## config.mk

```make
export PLATFORM = sky130hd
export DESIGN_NAME = csa_wide_add_seq
export DESIGN_NICKNAME = d
export VERILOG_FILES = /design/src/rtl/csa_wide_add_seq.sv
export SDC_FILE = /design/constraint.sdc
export NUM_CORES = 1
export LEC_CHECK = 0
export BUFFER_PORTS_ARGS = -buffer_cell sky130_fd_sc_hd__buf_2
export CAP_MARGIN = 20
export CORE_MARGIN = 8
export CORE_UTILIZATION = 35
export CTS_CLUSTER_SIZE = 24
export DETAILED_ROUTE_END_ITERATION = 10
export HOLD_SLACK_MARGIN = 0.03
export SLEW_MARGIN = 20
export SYNTH_ARGS = -nofsm -noshare
export SYNTH_HDL_FRONTEND = slang
export SYNTH_SLANG_ARGS = --single-unit
```

## constraint.sdc

```tcl
create_clock -name clk -period 3.4 [get_ports clk]
set_clock_uncertainty 0.2 [all_clocks]
set_input_delay 0.17 -clock clk [delete_from_list [all_inputs] [get_ports clk]]
set_output_delay 0.17 -clock clk [all_outputs]
set_load 0.02 [all_outputs]
```

## src/rtl/csa_wide_add_seq.sv

```systemverilog
// Sequential WIDTH-bit adder: one 4-bit carry-select slice is reused per cycle,
// LSB chunk first, with the chunk carry held in a register between passes.

module carry_select_adder #(
  parameter int W = 4
) (
  input  logic [W-1:0] a,
  input  logic [W-1:0] b,
  input  logic         cin,
  output logic [W-1:0] sum,
  output logic         cout
);
  localparam int LO = W / 2;
  localparam int HI = W - LO;

  logic [LO:0]   c_lo;
  logic [HI:0]   c_hi0;
  logic [HI:0]   c_hi1;
  logic [LO-1:0] s_lo;
  logic [HI-1:0] s_hi0;
  logic [HI-1:0] s_hi1;

  assign c_lo[0]  = cin;
  assign c_hi0[0] = 1'b0;
  assign c_hi1[0] = 1'b1;

  genvar gi;
  generate
    for (gi = 0; gi < LO; gi++) begin : g_lo
      assign s_lo[gi]   = a[gi] ^ b[gi] ^ c_lo[gi];
      assign c_lo[gi+1] = (a[gi] & b[gi]) | (c_lo[gi] & (a[gi] ^ b[gi]));
    end
    // Upper half is computed for both possible carries; the lower carry picks one.
    for (gi = 0; gi < HI; gi++) begin : g_hi
      assign s_hi0[gi]   = a[LO+gi] ^ b[LO+gi] ^ c_hi0[gi];
      assign c_hi0[gi+1] = (a[LO+gi] & b[LO+gi]) | (c_hi0[gi] & (a[LO+gi] ^ b[LO+gi]));
      assign s_hi1[gi]   = a[LO+gi] ^ b[LO+gi] ^ c_hi1[gi];
      assign c_hi1[gi+1] = (a[LO+gi] & b[LO+gi]) | (c_hi1[gi] & (a[LO+gi] ^ b[LO+gi]));
    end
  endgenerate

  assign sum  = {(c_lo[LO] ? s_hi1 : s_hi0), s_lo};
  assign cout = c_lo[LO] ? c_hi1[HI] : c_hi0[HI];
endmodule

module csa_wide_add_seq #(
  parameter int WIDTH = 16
) (
  input  logic             clk,
  input  logic             rst,
  input  logic             in_valid,
  output logic             in_ready,
  input  logic [WIDTH-1:0] in_a,
  input  logic [WIDTH-1:0] in_b,
  input  logic             in_cin,
  output logic             out_valid,
  input  logic             out_ready,
  output logic [WIDTH-1:0] out_sum,
  output logic             out_cout,
  output logic             out_ovf,
  output logic             busy
);
  localparam int CHUNKS = WIDTH / 4;
  localparam int IDXW   = (CHUNKS > 1) ? $clog2(CHUNKS) : 1;
  localparam logic [IDXW-1:0] LAST_IDX = IDXW'(CHUNKS - 1);

  typedef enum logic [1:0] {IDLE, RUN, DONE} state_t;

  state_t           state_reg, state_next;
  logic [WIDTH-1:0] a_reg, a_next;
  logic [WIDTH-1:0] b_reg, b_next;
  logic [WIDTH-1:0] sum_reg, sum_next;
  logic [IDXW-1:0]  idx_reg, idx_next;
  logic             carry_reg, carry_next;
  logic             cout_reg, cout_next;
  logic             ovf_reg, ovf_next;

  logic [3:0] slice_a;
  logic [3:0] slice_b;
  logic [3:0] slice_sum;
  logic       slice_cout;

  assign slice_a = a_reg[4*idx_reg +: 4];
  assign slice_b = b_reg[4*idx_reg +: 4];

  carry_select_adder #(.W(4)) u_slice (
    .a    (slice_a),
    .b    (slice_b),
    .cin  (carry_reg),
    .sum  (slice_sum),
    .cout (slice_cout)
  );

  always_comb begin
    state_next = state_reg;
    a_next     = a_reg;
    b_next     = b_reg;
    sum_next   = sum_reg;
    idx_next   = idx_reg;
    carry_next = carry_reg;
    cout_next  = cout_reg;
    ovf_next   = ovf_reg;
    case (state_reg)
      IDLE: begin
        if (in_valid) begin
          a_next     = in_a;
          b_next     = in_b;
          carry_next = in_cin;
          idx_next   = '0;
          state_next = RUN;
        end
      end
      RUN: begin
        sum_next[4*idx_reg +: 4] = slice_sum;
        carry_next = slice_cout;
        idx_next   = idx_reg + 1'b1;
        if (idx_reg == LAST_IDX) begin
          // Top slice sum bit is the result MSB, so overflow is known here.
          cout_next  = slice_cout;
          ovf_next   = (a_reg[WIDTH-1] == b_reg[WIDTH-1]) &&
                       (slice_sum[3] != a_reg[WIDTH-1]);
          idx_next   = '0;
          state_next = DONE;
        end
      end
      DONE: begin
        if (out_ready) state_next = IDLE;
      end
      default: state_next = IDLE;
    endcase
  end

  always_ff @(posedge clk) begin
    if (rst) begin
      state_reg <= IDLE;
      a_reg     <= '0;
      b_reg     <= '0;
      sum_reg   <= '0;
      idx_reg   <= '0;
      carry_reg <= 1'b0;
      cout_reg  <= 1'b0;
      ovf_reg   <= 1'b0;
    end else begin
      state_reg <= state_next;
      a_reg     <= a_next;
      b_reg     <= b_next;
      sum_reg   <= sum_next;
      idx_reg   <= idx_next;
      carry_reg <= carry_next;
      cout_reg  <= cout_next;
      ovf_reg   <= ovf_next;
    end
  end

  assign in_ready  = (state_reg == IDLE);
  assign out_valid = (state_reg == DONE);
  assign busy      = (state_reg != IDLE);
  assign out_sum   = sum_reg;
  assign out_cout  = cout_reg;
  assign out_ovf   = ovf_reg;
endmodule
```

Word level (Yosys, flattened, before mapping)
Cells that the tools add are included.
W data, S select, Z words.
{ "word_totals": {"word_cells": 64, "output_inout_bits": 21, "register_bits": 55, "input_bits": 37} }
{ "classes": {"bitwise": 22, "n_addsub": 2, "eq_ne": 8, "n_reduce_logical": 8, "muxes": 12, "shift": 4} }
{ "ops": {"columns": ["op", "count"], "rows": [
  ["$neg A4 Y34", 1],
  ["$shift A4 B34 Y16 const A", 1],
  ["$shiftx A4 B34 Y16", 1],
  ["$shiftx A16 B5 Y4", 2],
  ["$bwmux W16", 1],
  ["$mux W2", 6],
  ["$and A1 B1 Y1", 8],
  ["$xor A1 B1 Y1", 8],
  ["$pmux W2 S3", 1],
  ["$reduce_and A2 Y1", 3],
  ["$or A1 B1 Y1", 5],
  ["$eq A2 B2 Y1 const B", 2],
  ["$ne A2 B2 Y1 const B", 2],
  ["$pmux W2 S2", 1],
  ["$reduce_bool A2 Y1", 2],
  ["$reduce_and A3 Y1", 1],
  ["$add A2 B1 Y2 const B", 1],
  ["$eq A2 B1 Y1 const B", 1],
  ["$logic_not A2 Y1", 1],
  ["$mux W1", 2],
  ["$ne A2 B1 Y1 const B", 1],
  ["$pmux W1 S2", 1],
  ["$eq A1 B1 Y1", 1],
  ["$logic_and A1 B1 Y1", 1],
  ["other kinds (2)", 2]
]} }

Depth between registers and ports, before layout
{ "depth": {"word_depth": 9, "ltp_mapped": 9} }

By module
Synthesis repeated with hierarchy kept, for this count alone.
{ "unflattened": {"hier_cells": 279, "area_unflattened_um2": 2571.2} }
{ "by_module_without_submodules": {"columns": ["module", "area_per_inst_um2", "seq_area_each_um2", "cells_each", "instances"], "rows": [
  ["csa_wide_add_seq", 2427.3, 1101.1, 260, 1],
  ["carry_select_adder", 143.9, 0.0, 19, 1]
]} }

Least setup slack after synthesis
No wires, ideal clock.
{ "synth_timing": {"path_type": "flip-flop to flip-flop", "startpoint": "register idx_reg[0]", "endpoint": "register ovf_reg, in the netlist out_ovf", "period_less_slack_ps": 3001, "arrival_ps": 2715, "n_path_buf": 1, "stages_incl_launch_ff": 10, "setup_slack_ps": 399, "setup_time_ps": 86, "required_time_ps": 3114, "path_cell_list": "dfxtp_1 buf_4 mux4_2 inv_1 fa_1 fa_1 mux2i_1 fa_1 nand3b_1 a211oi_1"} }
{ "synth_between": {"elab_chain_len": 9, "elab_cells_between_ends": 21, "classes_between": "2 x eq/ne; 2 x shift; 1 x mux; 14 x bitwise; 2 x reduce/logical"} }
{ "synth_rtl": {"columns": ["element", "line_no", "source"], "rows": [
  ["start: declaration", "73", "logic [IDXW-1:0] idx_reg, idx_next;"],
  ["start signal: assignment", "148", "idx_reg <= idx_next;"],
  ["$shiftx A16 B5 Y4, on equally long branches", "83, 84", null],
  ["$xor A1 B1 Y1", "31", "assign c_lo[gi+1] = (a[gi] & b[gi]) | (c_lo[gi] & (a[gi] ^ b[gi]));"],
  ["$and A1 B1 Y1", "31", null],
  ["$or A1 B1 Y1", "31", null],
  ["$and A1 B1 Y1", "31", null],
  ["$or A1 B1 Y1", "31", null],
  ["$mux W2", "42", "assign sum = {(c_lo[LO] ? s_hi1 : s_hi0), s_lo};"],
  ["$ne A1 B1 Y1", "121", "(slice_sum[3] != a_reg[WIDTH-1]);"],
  ["$logic_and A1 B1 Y1", "120", "ovf_next = (a_reg[WIDTH-1] == b_reg[WIDTH-1]) &&"],
  ["end signal: assignment", "151", "ovf_reg <= ovf_next;"],
  ["end: declaration", "76", "logic ovf_reg, ovf_next;"]
]} }
Parallel ways exist; a longest one is shown, timed or not.
A chain may end at the register's enable or synchronous reset.

Final worst setup path
{ "layout_timing": {"startpoint": "register idx_reg[1]", "endpoint": "register ovf_reg, in the netlist out_ovf"} }
The elaborated chain is that of the path after synthesis.

==> results.md <==
Status:
- The flow ran to the end, and the final reports show no timing, DRC or antenna violations.

Floorplanning:
- The area of the core region is 7100 µm².
- The floorplan die height is 101 µm.
- The area enclosed by the die boundary is roughly 10000 µm².
- During I/O placement, the number of pins put on the boundary was 58.
- From left edge to right edge, the die measures around 100 µm.
- For this configuration, the core starts out at a cell density of 0.355.
- Row generation in the floorplan step produced 31 rows.

Power and ir drop:
- The final total power is 0.00135 W.
- The static power due to leakage is around 1.3 nW.
- The maximum ir drop on the vdd rail is 0.167 mV.
- The total power density per cell area is 406 nW/µm².

Critical path:
- The largest stage delay on the critical path is 0.56 ns.
- The critical path in this run is classified as flop to flop.
- The endpoint identified for the worst register-to-register timing path is out_ovf.
- The cell repeated most along the worst path is sky130_fd_sc_hd__fa_1.
- The largest individual stage delay along the critical path comes from the cell sky130_fd_sc_hd__dfxtp_1.
- STA classifies the critical path endpoint as a flop.
- Of all nets on the critical path, the largest fanout is 9.
- The critical path ends at out_ovf.
- Traced cell by cell, the critical path runs through mux4_2 -> inv_1 -> fa_1 -> fa_1 -> mux2i_1 -> fa_1 -> nand3b_1 -> a211oi_1.
- The worst register-to-register path begins at idx_reg[1].
- The critical path starts at idx_reg[1].
- For the worst setup path, the data required time is 3.42 ns.
- Setup slack on the worst reg-to-reg path comes out at ~0.25 ns.
- The startpoint kind of the worst setup timing path is a flop.
- The critical path arrival is 3.17 ns.
- The path depth of the worst reg2reg path is 8.

Clock tree:
- The clock slew seen by the registers of the worst setup and hold paths is 0.10 ns.
- The post-CTS repair timing setup buffer count is 0.
- Counting along the longest clock path gives a buffer depth of 2.
- The root cell of the clock tree is sky130_fd_sc_hd__clkbuf_8.
- The CTS buffer count is 5.
- The CTS tree is yes.
- The clock drives 55 sinks.
- The clock latency of the later-clocked register in the worst-skew pair is between 0.3 and 0.4 ns.
- The clock tree synthesis step divided the H-tree into 2 levels.

Global route:
- The largest net degree at the start of global routing is just over 60.
- In the global route stage, overall resource usage came out at 0.133.
- Summed over all layers, the global routing overflow is 0.
- The via count of the first global-routing pass is 2304.
- The initial antenna violation count is 0.
- The first-pass GRT wire length is 10.8 mm.

Synthesis:
- The part of the Yosys area used for sequential elements is 0.437.
- After synthesis the cells add up to 2520 µm².
- Each instance of the synthesized netlist takes up on average 8.84 µm².
- The number of distinct library cells after synthesis is 37.
- The synthesized instance count is 285.
- During synthesis, Yosys emitted a total of 0 warnings.
- Counting flops and latches in the post-synthesis netlist gives 55.
- The net count of the mapped netlist is 333.

Timing:
- The final setup TNS is 0 ns.
- At the pin with the least slew margin, the transition time is 1.05 ns.
- The final count of negative-setup-slack endpoints is 0.
- The number of slew-limit violations in the final report came to 0.
- The normalized max-slew margin is 0.302.
- Of the available clock period, the critical path in the final layout requires 0.926.
- Setup repair after global routing left no endpoint under its margin.
- The count of endpoints failing hold in the final timing report was 0.
- For this run, the top clock speed supported by timing is 318 MHz.
- The worst path needs 3.15 ns of the cycle, external delays included.

Route:
- The highest metal layer with signal wires is met4.
- After detailed routing, the met2 layer carries 3.17 mm of wire.
- In the final routed layout, each cell accounts on average for 13.8 µm.
- The via-per-instance ratio is 4.77.
- The sum of met3 wire segment lengths after detailed routing is 335 µm.
- After detailed routing, the wire length on met1 is 2.88 mm.
- For this block, the initial DRC count from the detailed router was between 90 and 100.
- Wires add up to around 6.5 mm.
- The remaining design rule violation count is 0.
- The pre-antenna-repair detailed-routing pass consisted of 4 iterations.
- The vias after detailed routing is 2237.
- The count of antenna-violating nets left after detailed routing is 0.

Min path:
- In this run the worst hold path is classified as primary input to flop.
- The worst hold path was traced through 4 stages.

Place:
- The last weighted congestion value of the routability-driven placer is 0.753.
- Detailed placement ended at an HPWL of 4.51 mm.
- The number of buffer cells added on primary ports is 57.
- The instance count after placement with tap cells included is 427.

Layout:
- The filler cells instantiated in the layout total 703.
- Of the cells placed in the final design, the portion with a size suffix greater than 1 is 0.222.
- The final cell count without fillers is 469.
- The number of nets in the finished design is around 420.
- For this run, the share of the core covered by cells in the final layout is 0.470.
- From synthesis to final layout, the design area changed by 32.4%.
- The repair_antennas step left the layout with diodes totalling 0.

Job:
- Max-cap violations in this run came to 0.
==> report_power, final <==
part,switching [W],total [W],internal (W)
clock network,0.000211,0.000450,0.000239
logic,0.000108,0.000212,0.000104
registers,0.0000202,0.000692,0.000671
==> cell usage after synthesis, drive strengths merged <==
| library cell | count | share of area |
|---|---|---|
| nand4 | 3 | 0.0099 |
| nor3 | 1 | 0.0020 |
| a32oi | 4 | 0.014 |
| buf | 12 | 0.025 |
| nand2b | 5 | 0.012 |
| clkbuf | 6 | 0.0089 |
| nor3b | 3 | 0.013 |
| a21oi | 44 | 0.087 |
| nand4b | 2 | 0.0070 |
| mux2i | 2 | 0.0079 |
| o31ai | 2 | 0.0060 |
| fa | 3 | 0.024 |
| and3 | 1 | 0.0025 |
| a22oi | 1 | 0.0030 |
| and4bb | 1 | 0.0050 |
| ha | 8 | 0.040 |
| inv | 16 | 0.024 |
| o32ai | 4 | 0.014 |
| o21ai | 1 | 0.0020 |
| xnor2 | 1 | 0.0035 |
| a211oi | 1 | 0.0030 |
| nand2 | 74 | 0.11 |
| and2b | 1 | 0.0035 |
| or3b | 1 | 0.0035 |
| mux4 | 8 | 0.071 |
| nor2 | 7 | 0.010 |
| o311a | 1 | 0.0040 |
| dfxtp | 55 | 0.44 |
| and2 | 1 | 0.0025 |
| nand3 | 2 | 0.0040 |
| nor2b | 4 | 0.0099 |
| o21bai | 1 | 0.0030 |
| nand3b | 9 | 0.027 |
==> cells in the final DEF, fill, tap and decap left out, types with 5 or more instances in the layout <==
cell type / n
sky130_fd_sc_hd__nor2_1: 7
sky130_fd_sc_hd__dfxtp_1: 55
sky130_fd_sc_hd__nand3b_1: 9
sky130_fd_sc_hd__buf_2: 57
sky130_fd_sc_hd__inv_1: 16
sky130_fd_sc_hd__a21oi_1: 44
sky130_fd_sc_hd__nand2_1: 74
sky130_fd_sc_hd__mux4_2: 8
sky130_fd_sc_hd__nand2b_1: 5
sky130_fd_sc_hd__ha_1: 8
sky130_fd_sc_hd__clkbuf_8: 6
sky130_fd_sc_hd__dlygate4sd3_1: 34
==> per-stage QoR <==
step                cell area, µm²  setup WS, ns  hold WS [ns]
floorplan                     2520         0.399         0.106
global placement              2880         0.338         0.213
detailed placement            2880         0.247         0.216
CTS                           3340         0.211         0.109
global route                  3340       0.00525         0.170
finish                        3340         0.253         0.118
==> layout make-up <==
| type | instances | area [µm²] | area share |
|---|---|---|---|
| Clock inverter | 2 | 35.0 | 0.0105 |
| Timing Repair Buffer | 95 | 656 | 0.196 |
| Sequential cell | 55 | 1100 | 0.330 |
| Inverter | 16 | 60.1 | 0.0180 |
| Clock buffer | 6 | 82.6 | 0.0247 |
| Multi-Input combinational cell | 196 | 1280 | 0.383 |
| Tap cell | 99 | 124 | 0.0371 |
==> what timing repair did <==
item                                   4_1_cts  5_1_grt
hold buffers                                34        0
resized for setup                            0        0
endpoints found under the hold margin       34        0
==> critical path: cells and delay by family (launching register included) <==
family / cells / cell delay, ns
adders and majority gates: 3 / 1.35
AOI/OAI and AO/OA: 1 / 0.20
buffers and inverters: 1 / 0.05
muxes: 2 / 0.49
DFF: 1 / 0.56
and+or+nand+nor: 1 / 0.21
==> cells by family after synthesis <==
logic type | synth area share
and+or+nand+nor | 0.222
muxes | 0.0794
buffers and inverters | 0.0581
AOI/OAI and AO/OA | 0.136
DFF | 0.437
xor gates and xnor gates | 0.00348
adders and majority gates | 0.0636
==> worst min-delay path by stage <==
| stage | endpoint | slack (ns) | start |
|---|---|---|---|
| after floorplan | a_reg[0] | 0.11 | in_a[0] |
| after global placement | a_reg[11] | 0.21 | in_a[11] |
| after detailed placement | a_reg[5] | 0.22 | in_a[5] |
| after CTS | carry_reg | 0.11 | in_cin |
| after global routing | carry_reg | 0.17 | in_cin |
| final | carry_reg | 0.12 | in_cin |
==> routing by layer <==
| layer | up-vias | track usage |
|---|---|---|
| met4 | 0 | 0.0453 |
| met2 | 53 | 0.229 |
| met3 | 9 | 0.0290 |
| li1 | 1135 | - |
| met5 | - | 0 |
| met1 | 1040 | 0.158 |
Power figures use the tool's default switching activity.
